$ cat config.mk
export PLATFORM = sky130hd
export DESIGN_NAME = fix_timestamp_serializer
export DESIGN_NICKNAME = d
export VERILOG_FILES = /design/src/rtl/fix_timestamp_serializer.sv
export SDC_FILE = /design/constraint.sdc
export NUM_CORES = 1
export LEC_CHECK = 0
export CORE_UTILIZATION = 45
export DETAILED_ROUTE_END_ITERATION = 8
export PLACE_DENSITY = 0.7
export SYNTH_ARGS = -nofsm -noshare
export SYNTH_HDL_FRONTEND = slang
export SYNTH_SLANG_ARGS = --single-unit
export TNS_END_PERCENT = 50
$ cat constraint.sdc
create_clock -name clk -period 3.3 [get_ports clk]
set_clock_uncertainty 0.2 [all_clocks]
set_input_delay 0.66 -clock clk [delete_from_list [all_inputs] [get_ports clk]]
set_output_delay 0.66 -clock clk [all_outputs]
set_load 0.05 [all_outputs]
$ cat src/rtl/fix_timestamp_serializer.sv
// Snapshots the 17 BCD digits of the GMT millisecond timestamp on request.
// The snapshot is streamed as ASCII bytes over a valid/ready byte interface for the FIX SendingTime field.
module fix_timestamp_serializer #(
  parameter int INCLUDE_MS = 1,
  parameter int PREFIX_EN  = 0,
  parameter int SUFFIX_SOH = 0
) (
  input  logic        clk,
  input  logic        rst,
  input  logic [67:0] ts_digits,
  input  logic        start,
  output logic        busy,
  output logic [7:0]  out_data,
  output logic        out_valid,
  input  logic        out_ready,
  output logic        out_last,
  output logic        bcd_err
);

  localparam int         FRAME_LEN  = 3 * PREFIX_EN + ((INCLUDE_MS != 0) ? 21 : 17) + SUFFIX_SOH;
  localparam logic [4:0] LAST_IDX   = 5'(FRAME_LEN - 1);
  localparam logic [4:0] PREFIX_LEN = 5'(3 * PREFIX_EN);

  typedef enum logic {IDLE, SEND} state_t;

  state_t      state_r;
  logic [67:0] snap_r;
  logic [4:0]  index_r;
  logic        accept_s;
  logic [4:0]  next_idx_s;

  function automatic logic [7:0] digit_char(input logic [3:0] nib);
    if (nib > 4'd9) return 8'h3F;
    else return 8'h30 + {4'h0, nib};
  endfunction

  function automatic logic [7:0] nib_char(input logic [67:0] d, input int k);
    return digit_char(d[4*k +: 4]);
  endfunction

  function automatic logic any_bad_digit(input logic [67:0] d);
    logic bad;
    bad = 1'b0;
    for (int k = 0; k < 17; k++) begin
      if (d[4*k +: 4] > 4'd9) bad = 1'b1;
    end
    return bad;
  endfunction

  // Byte at frame position idx: optional "52=", timestamp characters, optional SOH
  function automatic logic [7:0] frame_char(input logic [4:0] idx, input logic [67:0] d);
    logic [4:0] pos;
    logic [7:0] ch;
    pos = idx - PREFIX_LEN;
    if ((PREFIX_EN != 0) && (idx < 5'd3)) begin
      case (idx)
        5'd0:    ch = 8'h35;
        5'd1:    ch = 8'h32;
        default: ch = 8'h3D;
      endcase
    end else if ((SUFFIX_SOH != 0) && (idx == LAST_IDX)) begin
      ch = 8'h01;
    end else begin
      case (pos)
        5'd0:    ch = nib_char(d, 16);
        5'd1:    ch = nib_char(d, 15);
        5'd2:    ch = nib_char(d, 14);
        5'd3:    ch = nib_char(d, 13);
        5'd4:    ch = nib_char(d, 12);
        5'd5:    ch = nib_char(d, 11);
        5'd6:    ch = nib_char(d, 10);
        5'd7:    ch = nib_char(d, 9);
        5'd8:    ch = 8'h2D;
        5'd9:    ch = nib_char(d, 8);
        5'd10:   ch = nib_char(d, 7);
        5'd11:   ch = 8'h3A;
        5'd12:   ch = nib_char(d, 6);
        5'd13:   ch = nib_char(d, 5);
        5'd14:   ch = 8'h3A;
        5'd15:   ch = nib_char(d, 4);
        5'd16:   ch = nib_char(d, 3);
        5'd17:   ch = 8'h2E;
        5'd18:   ch = nib_char(d, 2);
        5'd19:   ch = nib_char(d, 1);
        5'd20:   ch = nib_char(d, 0);
        default: ch = 8'h00;
      endcase
    end
    return ch;
  endfunction

  assign accept_s   = out_valid && out_ready;
  assign next_idx_s = index_r + 5'd1;

  // Frame FSM; the next byte is precomputed on acceptance so outputs stay registered
  always_ff @(posedge clk) begin
    if (rst) begin
      state_r   <= IDLE;
      snap_r    <= 68'h0;
      index_r   <= 5'd0;
      busy      <= 1'b0;
      out_data  <= 8'h00;
      out_valid <= 1'b0;
      out_last  <= 1'b0;
      bcd_err   <= 1'b0;
    end else begin
      case (state_r)
        IDLE: begin
          if (start) begin
            state_r   <= SEND;
            snap_r    <= ts_digits;
            index_r   <= 5'd0;
            bcd_err   <= any_bad_digit(ts_digits);
            out_data  <= frame_char(5'd0, ts_digits);
            out_valid <= 1'b1;
            out_last  <= 1'b0;
            busy      <= 1'b1;
          end else begin
            state_r <= IDLE;
          end
        end
        SEND: begin
          if (accept_s && out_last) begin
            state_r   <= IDLE;
            index_r   <= 5'd0;
            out_data  <= 8'h00;
            out_valid <= 1'b0;
            out_last  <= 1'b0;
            busy      <= 1'b0;
          end else if (accept_s) begin
            index_r  <= next_idx_s;
            out_data <= frame_char(next_idx_s, snap_r);
            out_last <= (next_idx_s == LAST_IDX);
          end else begin
            state_r <= SEND;
          end
        end
        default: state_r <= IDLE;
      endcase
    end
  end

endmodule

After elaboration in Yosys (flattened, before gate mapping)
Cells that the tools add are included.

word-level totals
  flip-flop bits (word level) = 85
  bits of input ports = 72

operators by class
  add/subtract/negate cells = 19
  order comparisons = 34
  equality and inequality tests = 23
  multiplexer cells = 54
  bitwise gates (word level) = 1
  reductions and logical operators = 7

operators with widths
  kind                                                    number
  case mux 8 bit (20 select lines)                        1
  greater-than comparator 4 bit (second input constant)   34
  adder 6 x 4 -> 7 bit (first input constant)             18
  two-way mux 7 bit                                       18
  equality test 5 x 4 -> 1 bit (second input constant)    8
  equality test 5 bit (second input constant)             5
  two-way mux 1 bit                                       24
  two-way mux 8 bit                                       3
  equality test 5 x 3 -> 1 bit (second input constant)    4
  case mux 8 bit (2 select lines)                         1
  two-way mux 5 bit                                       3
  equality test 5 x 2 -> 1 bit (second input constant)    2
  case mux 5 bit (2 select lines)                         1
  case mux 1 bit (2 select lines)                         3
  AND reduction 2 bit                                     3
  adder 5 x 1 -> 5 bit (second input constant)            1
  equality test 5 x 1 -> 1 bit (second input constant)    1
  zero test 5 bit                                         1
  inequality test 3 x 1 -> 1 bit (second input constant)  1
  logical AND 1 bit                                       2
  inequality test 2 x 1 -> 1 bit (second input constant)  1
  inequality test 2 bit (second input constant)           1
  OR reduction 2 bit                                      1
  NOT 1 bit                                               1

Longest topological paths before layout
Gate-level depths: netlist of run 1.

  depth in word-level cells = 18
  mapped depth = 10
  mapped depth without buffers = 8

Worst setup path after synthesis of run 1
OpenSTA, ideal clock, no wires.

  kind = register to register
  from = register index_r[0]
  to = register out_data[0]
  setup time = 0.134 ns
  arrival = 2.012 ns
  setup slack = 0.954 ns
  cell stages (with the launch flop) = 11
  path buffers = 2
  path through = dfxtp_1 buf_4 inv_1 ha_1 clkbuf_1 inv_1 nor2_1 a211oi_1 o2111ai_1 o31ai_1 a211oi_2

on the way
  cells in the longest elaborated chain, start to end = 7
  elaborated cells between the ends (all ways) = 27
  those cells by class = 1 x add/sub; 20 x eq/ne; 4 x mux; 2 x reduce/logical

RTL lines
  element                              line  text
  start, declared                      28    logic [4:0] index_r;
  start signal, assigned               131   index_r <= next_idx_s;
  adder 5 x 1 -> 5 bit *               93    assign next_idx_s = index_r + 5'd1;
  equality test 5 x 4 -> 1 bit         64    case (pos)
  OR reduction 2 bit (no source line)  n/a
  case mux 8 bit (20 select lines) *   64
  two-way mux 8 bit *                  130   end else if (accept_s) begin
  two-way mux 8 bit *                  123   if (accept_s && out_last) begin
  case mux 8 bit (2 select lines) *    107   case (state_r)
  end signal, assigned                 114   out_data <= frame_char(5'd0, ts_digits);
  end signal, assigned                 132   out_data <= frame_char(next_idx_s, snap_r);
  end, declared                        13    output logic [7:0] out_data,

Every way passes the cells marked *; elsewhere a longest branch is shown, timed or not. The select of a mux whose other input is x is not followed.
A chain may end at the register's enable or synchronous reset.

Worst setup path after layout of run 1
  from = register index_r[0]
  to = register out_data[1]

The elaborated chain is that of the path after synthesis.

==> flow_metrics.tcl, run 1 <==
set metrics [dict create \
    synth_top_family_by_area "compound AO/OA/AOI/OAI gates" \
    synthTopCellsByArea "dfxtp_1, a21oi_1, nand2_1, o21ai_0, nor2_1" \
    rows 37 \
    met3WireLength_um 1420 \
    synth-simple-area-share 0.245 \
    yosysMostFrequentCell "nand2_1" \
    cp_cell_sequence "inv_1, ha_1, mux2_2, and3_1, o21ai_2, o21ai_0, nor4b_2, a221oi_2" \
    met1_length_um 7380 \
    firstDrtPassIters 5 \
    clock.fmax_ghz 0.335 \
    power_density_nw_per_um2 384 \
    arrival_ps 3040 \
    slowest_delay_ps 620 \
    clk_latency_ps 390 \
    wl_um 17100 \
    num_io_pins 84 \
    wl_met2_um 7580 \
    synth_area_um2 4900 \
    root_buffer "clkbuf_8" \
    synth_adder_area_share 0.0128 \
    cts_tree "done" \
    dieArea_um2 11300 \
    synth-async-reset-ratio 0 \
    worstMarginPinSlew_ps 847 \
    seq_area_frac_synth 0.339 \
    design_area_um2 5990 \
    hp-class "flip-flop to flip-flop" \
    crit_slowest_cell "dfxtp_1" \
    first_global_vias 4908 \
    drive_above_1_share 0.0907 \
    synth-edff-count 0 \
    syn_to_final_growth_pct 22.3 \
    start_kind "flip-flop" \
    drv_slew 0 \
    ir_drop_uv 349 \
    finalHoldViolCount 0 \
    portBuffers 81 \
    slew-limit-headroom 0.435 \
    grt_max_degree 44 \
    synth_warnings 0 \
    ys_types 77 \
    clkTransAtPathRegs_ps 90 \
    gp_congestion 0.960 \
    overflow 0 \
    vias 5262 \
    dpl.hpwl_um 12900 \
    worst_hold_slack_ps 255 \
    die_h_um 106 \
    synth-main-ff-cell "dfxtp_1" \
    max_cap_viol_count 0 \
    synth_top_area_share 0.339 \
    ctsHoldBuffers 0 \
    dpl_cell_area_um2 5790 \
    h-tree-depth 3 \
    required_ps 3360 \
    leakagePower_uw 0.00204 \
    coreArea_um2 10500 \
    instances_no_fill 875 \
    antennaDiodeCount 0 \
    drc_errors 0 \
    wl_per_cell_um 19.5 \
    viasPerCell 6.01 \
    pre_cts_slack_ps 267 \
    finalCritPeriodShare 0.906 \
    synth_top_cell_by_area "dfxtp_1" \
    synth_mux_area_frac 0.00230 \
    setup_viol 0 \
    antenna_found_initial 0 \
    ys_ff_latch 83 \
    crit_fanout 14 \
    cts_sinks 83 \
    avgSynthCellArea_um2 7.33 \
    tns_ps 0 \
    cts_setup_buffers 0 \
    path_class "flip-flop to flip-flop" \
    rsz0062_at_grt "false" \
    synthXorXnorAreaFrac 0.00357 \
    dp.cells 859 \
    setup_slack_ps 312 \
    numCtsBuffers 9 \
    top_layer "met4" \
    status "finished, final reports clean" \
    grt_use_total 0.312 \
    clockBufferDepth 2 \
    postSynthCellCount 669 \
    die-width_um 106 \
    period_minus_slack_ps 2990 \
    end_kind "flip-flop" \
    synth_compound_area_frac 0.337 \
    antenna_left 0 \
    grt_pass1_wl_um 26500 \
    start_util 0.468 \
    drt_iter0_drc 393 \
    synth_common_cells "nand2_1, a21oi_1, dfxtp_1" \
    layout.nets 811 \
]
[per-layer routing]
layer / up-vias / track usage
li1: 2528 / -
met1: 2448 / 0.396
met2: 235 / 0.482
met4: 0 / 0.152
met3: 51 / 0.0895
met5: - / 0
[repair_timing]
item / in CTS / in global routing
setup endpoints to repair: 0 / 3
resized for setup: 0 / 1
endpoints found under the hold margin: 0 / 0
[state kept, by name, summed over array words and instances, names as in the netlist]
| name | count |
|---|---|
| snap_r | 68 |
| bcd_err | 1 |
| index_r | 5 |
| out_data | 6 |
| out_last | 1 |
| state_r | 1 |
| out_valid | 1 |
[layout by cell type, fill, tap and decap left out, types with 3 or more instances in the layout]
cell / Yosys / final
nand2_1: 154 / 154
a21oi_1: 122 / 122
dfxtp_1: 83 / 83
clkdlybuf4s50_1: 0 / 80
o21ai_0: 47 / 47
nor2_1: 37 / 37
buf_4: 6 / 16
o21a_1: 15 / 15
o22ai_1: 15 / 15
inv_1: 13 / 13
nor3_1: 12 / 12
clkbuf_8: 0 / 10
nand4_1: 8 / 8
o31ai_1: 7 / 7
nand3_1: 6 / 6
nand2b_1: 7 / 6
o21bai_1: 6 / 6
and3_1: 5 / 5
o32ai_1: 5 / 5
nor4_1: 4 / 4
o22a_1: 4 / 4
ha_1: 5 / 4
nand3b_1: 3 / 3
a211oi_1: 3 / 3
a211oi_2: 3 / 3
[worst max-delay path: cells and delay by family (launching register included)]
kind / cells / cell delay [ps]
adders and majority gates: 1 / 460
buffers and inverters: 1 / 140
and+or+nand+nor: 2 / 530
AOI/OAI and AO/OA: 3 / 550
DFF: 1 / 620
muxes: 1 / 360
[area by class of cell]
| class | count | area, um2 |
|---|---|---|
| clock buffer | 11 | 141 |
| clock inverter | 5 | 60.1 |
| fill | 1026 | 4470 |
| inverter | 14 | 52.6 |
| multi-input combinational | 528 | 2960 |
| sequential | 83 | 1660 |
| tap | 136 | 170 |
| timing repair buffer | 98 | 946 |
[path summary, 6_finish.rpt]
| path | startpoint | end | slack (ps) | depth (start not counted) |
|---|---|---|---|---|
| worst max-delay path | index_r[0] | out_data[1] | 310 | 8 |
| worst min-delay path | snap_r[36] | snap_r[36] | 260 | 2 |
| worst max register to register | index_r[0] | out_data[1] | 310 | 8 |
| worst min register to register | snap_r[36] | snap_r[36] | 260 | 2 |
[report_power, final]
part	switching [uW]	total, uW	leakage, uW	internal, uW
Clock	401	775	0.0000999	373
Combinational	228	405	0.00126	177
Sequential	61.1	1120	0.000682	1060
Total	690	2300	0.00204	1610
[stage by stage]
step           total power [uW]   util
2_1_floorplan              1360      -
3_3_place_gp               1540  0.553
6_report                   2300  0.573
4_1_cts                    2320  0.573
5_1_grt                    2410  0.573
3_5_place_dp               1550  0.553
[cell families (layout without fill, tap and decap cells)]
| logic type | Yosys count | after routing |
|---|---|---|
| compound gates | 261 | 261 |
| simple gates | 257 | 257 |
| flops | 83 | 83 |
| buf+inv | 59 | 128 |
| fa+ha+maj | 5 | 5 |
| xor+xnor | 2 | 2 |
| other cells | 1 | 2 |
| mux | 1 | 1 |
No activity file was read; power rests on OpenSTA's default activity.
==> run 2, diff against run 1 <==
CORE_UTILIZATION = 54   (was 45)
PLACE_DENSITY = 0.85   (was 0.7)
==> flow_metrics.tcl, run 2 (synthesis gave the netlist of run 1 again) <==
set metrics [dict create \
    r2r_start "index_r[0]" \
    power_frac_comb 0.179 \
    drive_above_1_share 0.0919 \
    setup_viol 0 \
    layout.nets 812 \
    firstDrtPassIters 5 \
    slowest_delay_ps 660 \
    worstMarginPinSlew_ps 813 \
    design_area_um2 5960 \
    arrival_ps 3150 \
    antennaDiodeCount 0 \
    seq_power_share 0.502 \
    start_util 0.559 \
    crit_slowest_cell "a311oi_1" \
    crit_fanout 14 \
    wl_um 16100 \
    ctsResizeCount 0 \
    numCtsBuffers 9 \
    slew-limit-headroom 0.457 \
    ir_drop_uv 297 \
    grt_max_degree 73 \
    end_kind "flip-flop" \
    cts_sinks 83 \
    wl_per_cell_um 19.0 \
    cp-startpoint "index_r[0]" \
    cts_setup_buffers 0 \
    drt_iter0_drc 422 \
    max_cap_viol_count 0 \
    period_minus_slack_ps 3110 \
    cts_tree "done" \
    status "finished, final reports clean" \
    h-tree-depth 3 \
    clkTransAtPathRegs_ps 100 \
    hp-class "flip-flop to flip-flop" \
    portBuffers 81 \
    finalCritPeriodShare 0.942 \
    overflow 0 \
    clk_latency_ps 350 \
    drv_slew 0 \
    path_class "flip-flop to flip-flop" \
    dpl.hpwl_um 12400 \
    cp_cell_sequence "ha_1, or3b_1, nor2_1, a311oi_1, o22ai_1, nor4_1, buf_4, a211oi_2" \
    clockPowerShare 0.319 \
    coreArea_um2 8760 \
    final_cell_mix "nand2_1, a21oi_1, dfxtp_1, clkdlybuf4s50_1, o21ai_0" \
    grt_use_total 0.344 \
    tns_ps 0 \
    clock.fmax_ghz 0.322 \
    antenna_left 0 \
    largest_register_ffs 68 \
    hp-start "snap_r[12]" \
    drc_errors 0 \
    ctsHoldBuffers 0 \
    root_buffer "clkbuf_8" \
    required_ps 3340 \
    vias 5261 \
    switching_power_uw 694 \
    power_density_nw_per_um2 375 \
    syn_to_final_growth_pct 21.7 \
    rows 34 \
    finalHoldViolCount 0 \
    viasPerCell 6.20 \
    num_io_pins 84 \
    dpl_cell_area_um2 5780 \
    die_h_um 97.3 \
    dieArea_um2 9460 \
    top_register "snap_r" \
    power.internal_uw 1540 \
    switching_share 0.310 \
    rsz0062_at_grt "false" \
    layout.cells.most_common "nand2_1" \
    leakagePower_uw 0.00204 \
    clockBufferDepth 2 \
    antenna_found_initial 0 \
    gp_congestion 1.03 \
    largest_registers "snap_r x68, out_data x6, index_r x5" \
    first_global_vias 4905 \
    grt_pass1_wl_um 25700 \
    start_kind "flip-flop" \
    die-width_um 97.3 \
]
[run 2: layout make-up]
type                            instances  area [um2]
Fill cell                             738        2800
Timing Repair Buffer                   99         966
Clock buffer                           10         138
Inverter                               14        52.6
Clock inverter                          6        50.0
Multi-Input combinational cell        528        2960
Tap cell                              108         135
Sequential cell                        83        1660
[run 2: stage by stage]
stage	cells	hold WS, ps	setup slack (ps)	total power (uW)	utilization
floorplan	670	233	954	1360	-
global placement	832	247	264	1530	0.659
detailed placement	832	253	270	1540	0.659
CTS	848	267	245	2240	0.680
global route	848	295	1.06	2330	0.680
finish	848	265	192	2240	0.680
[run 2: critical path: cells and delay by family, from the launching register on]
family                     cells  cell delay, ps
DFF                            1             630
buffers and inverters          1             190
and+or+nand+nor                3             660
AOI/OAI and AO/OA              3             850
adders and majority gates      1             480
[run 2: final timing paths]
path,cells after the start,slack [ps],to
setup / recovery,8,190,out_data[0]
hold / removal,2,260,snap_r[12]
setup reg to reg,8,190,out_data[0]
hold reg to reg,2,260,snap_r[12]
[run 2: power by group through the flow]
stage | logic (uW) | registers (uW) | clock network (uW)
floorplan | 198 | 1160 | 0
global placement | 392 | 1140 | 0
detailed placement | 398 | 1140 | 0
CTS | 399 | 1120 | 723
global route | 439 | 1130 | 757
finish | 401 | 1120 | 713
[run 2: routing by layer]
layer | GRT usage | part of all wire
met2 | 0.545 | 0.46
met1 | 0.451 | 0.43
met4 | 0.155 | 0.041
met3 | 0.0712 | 0.077
met5 | 0 | 0
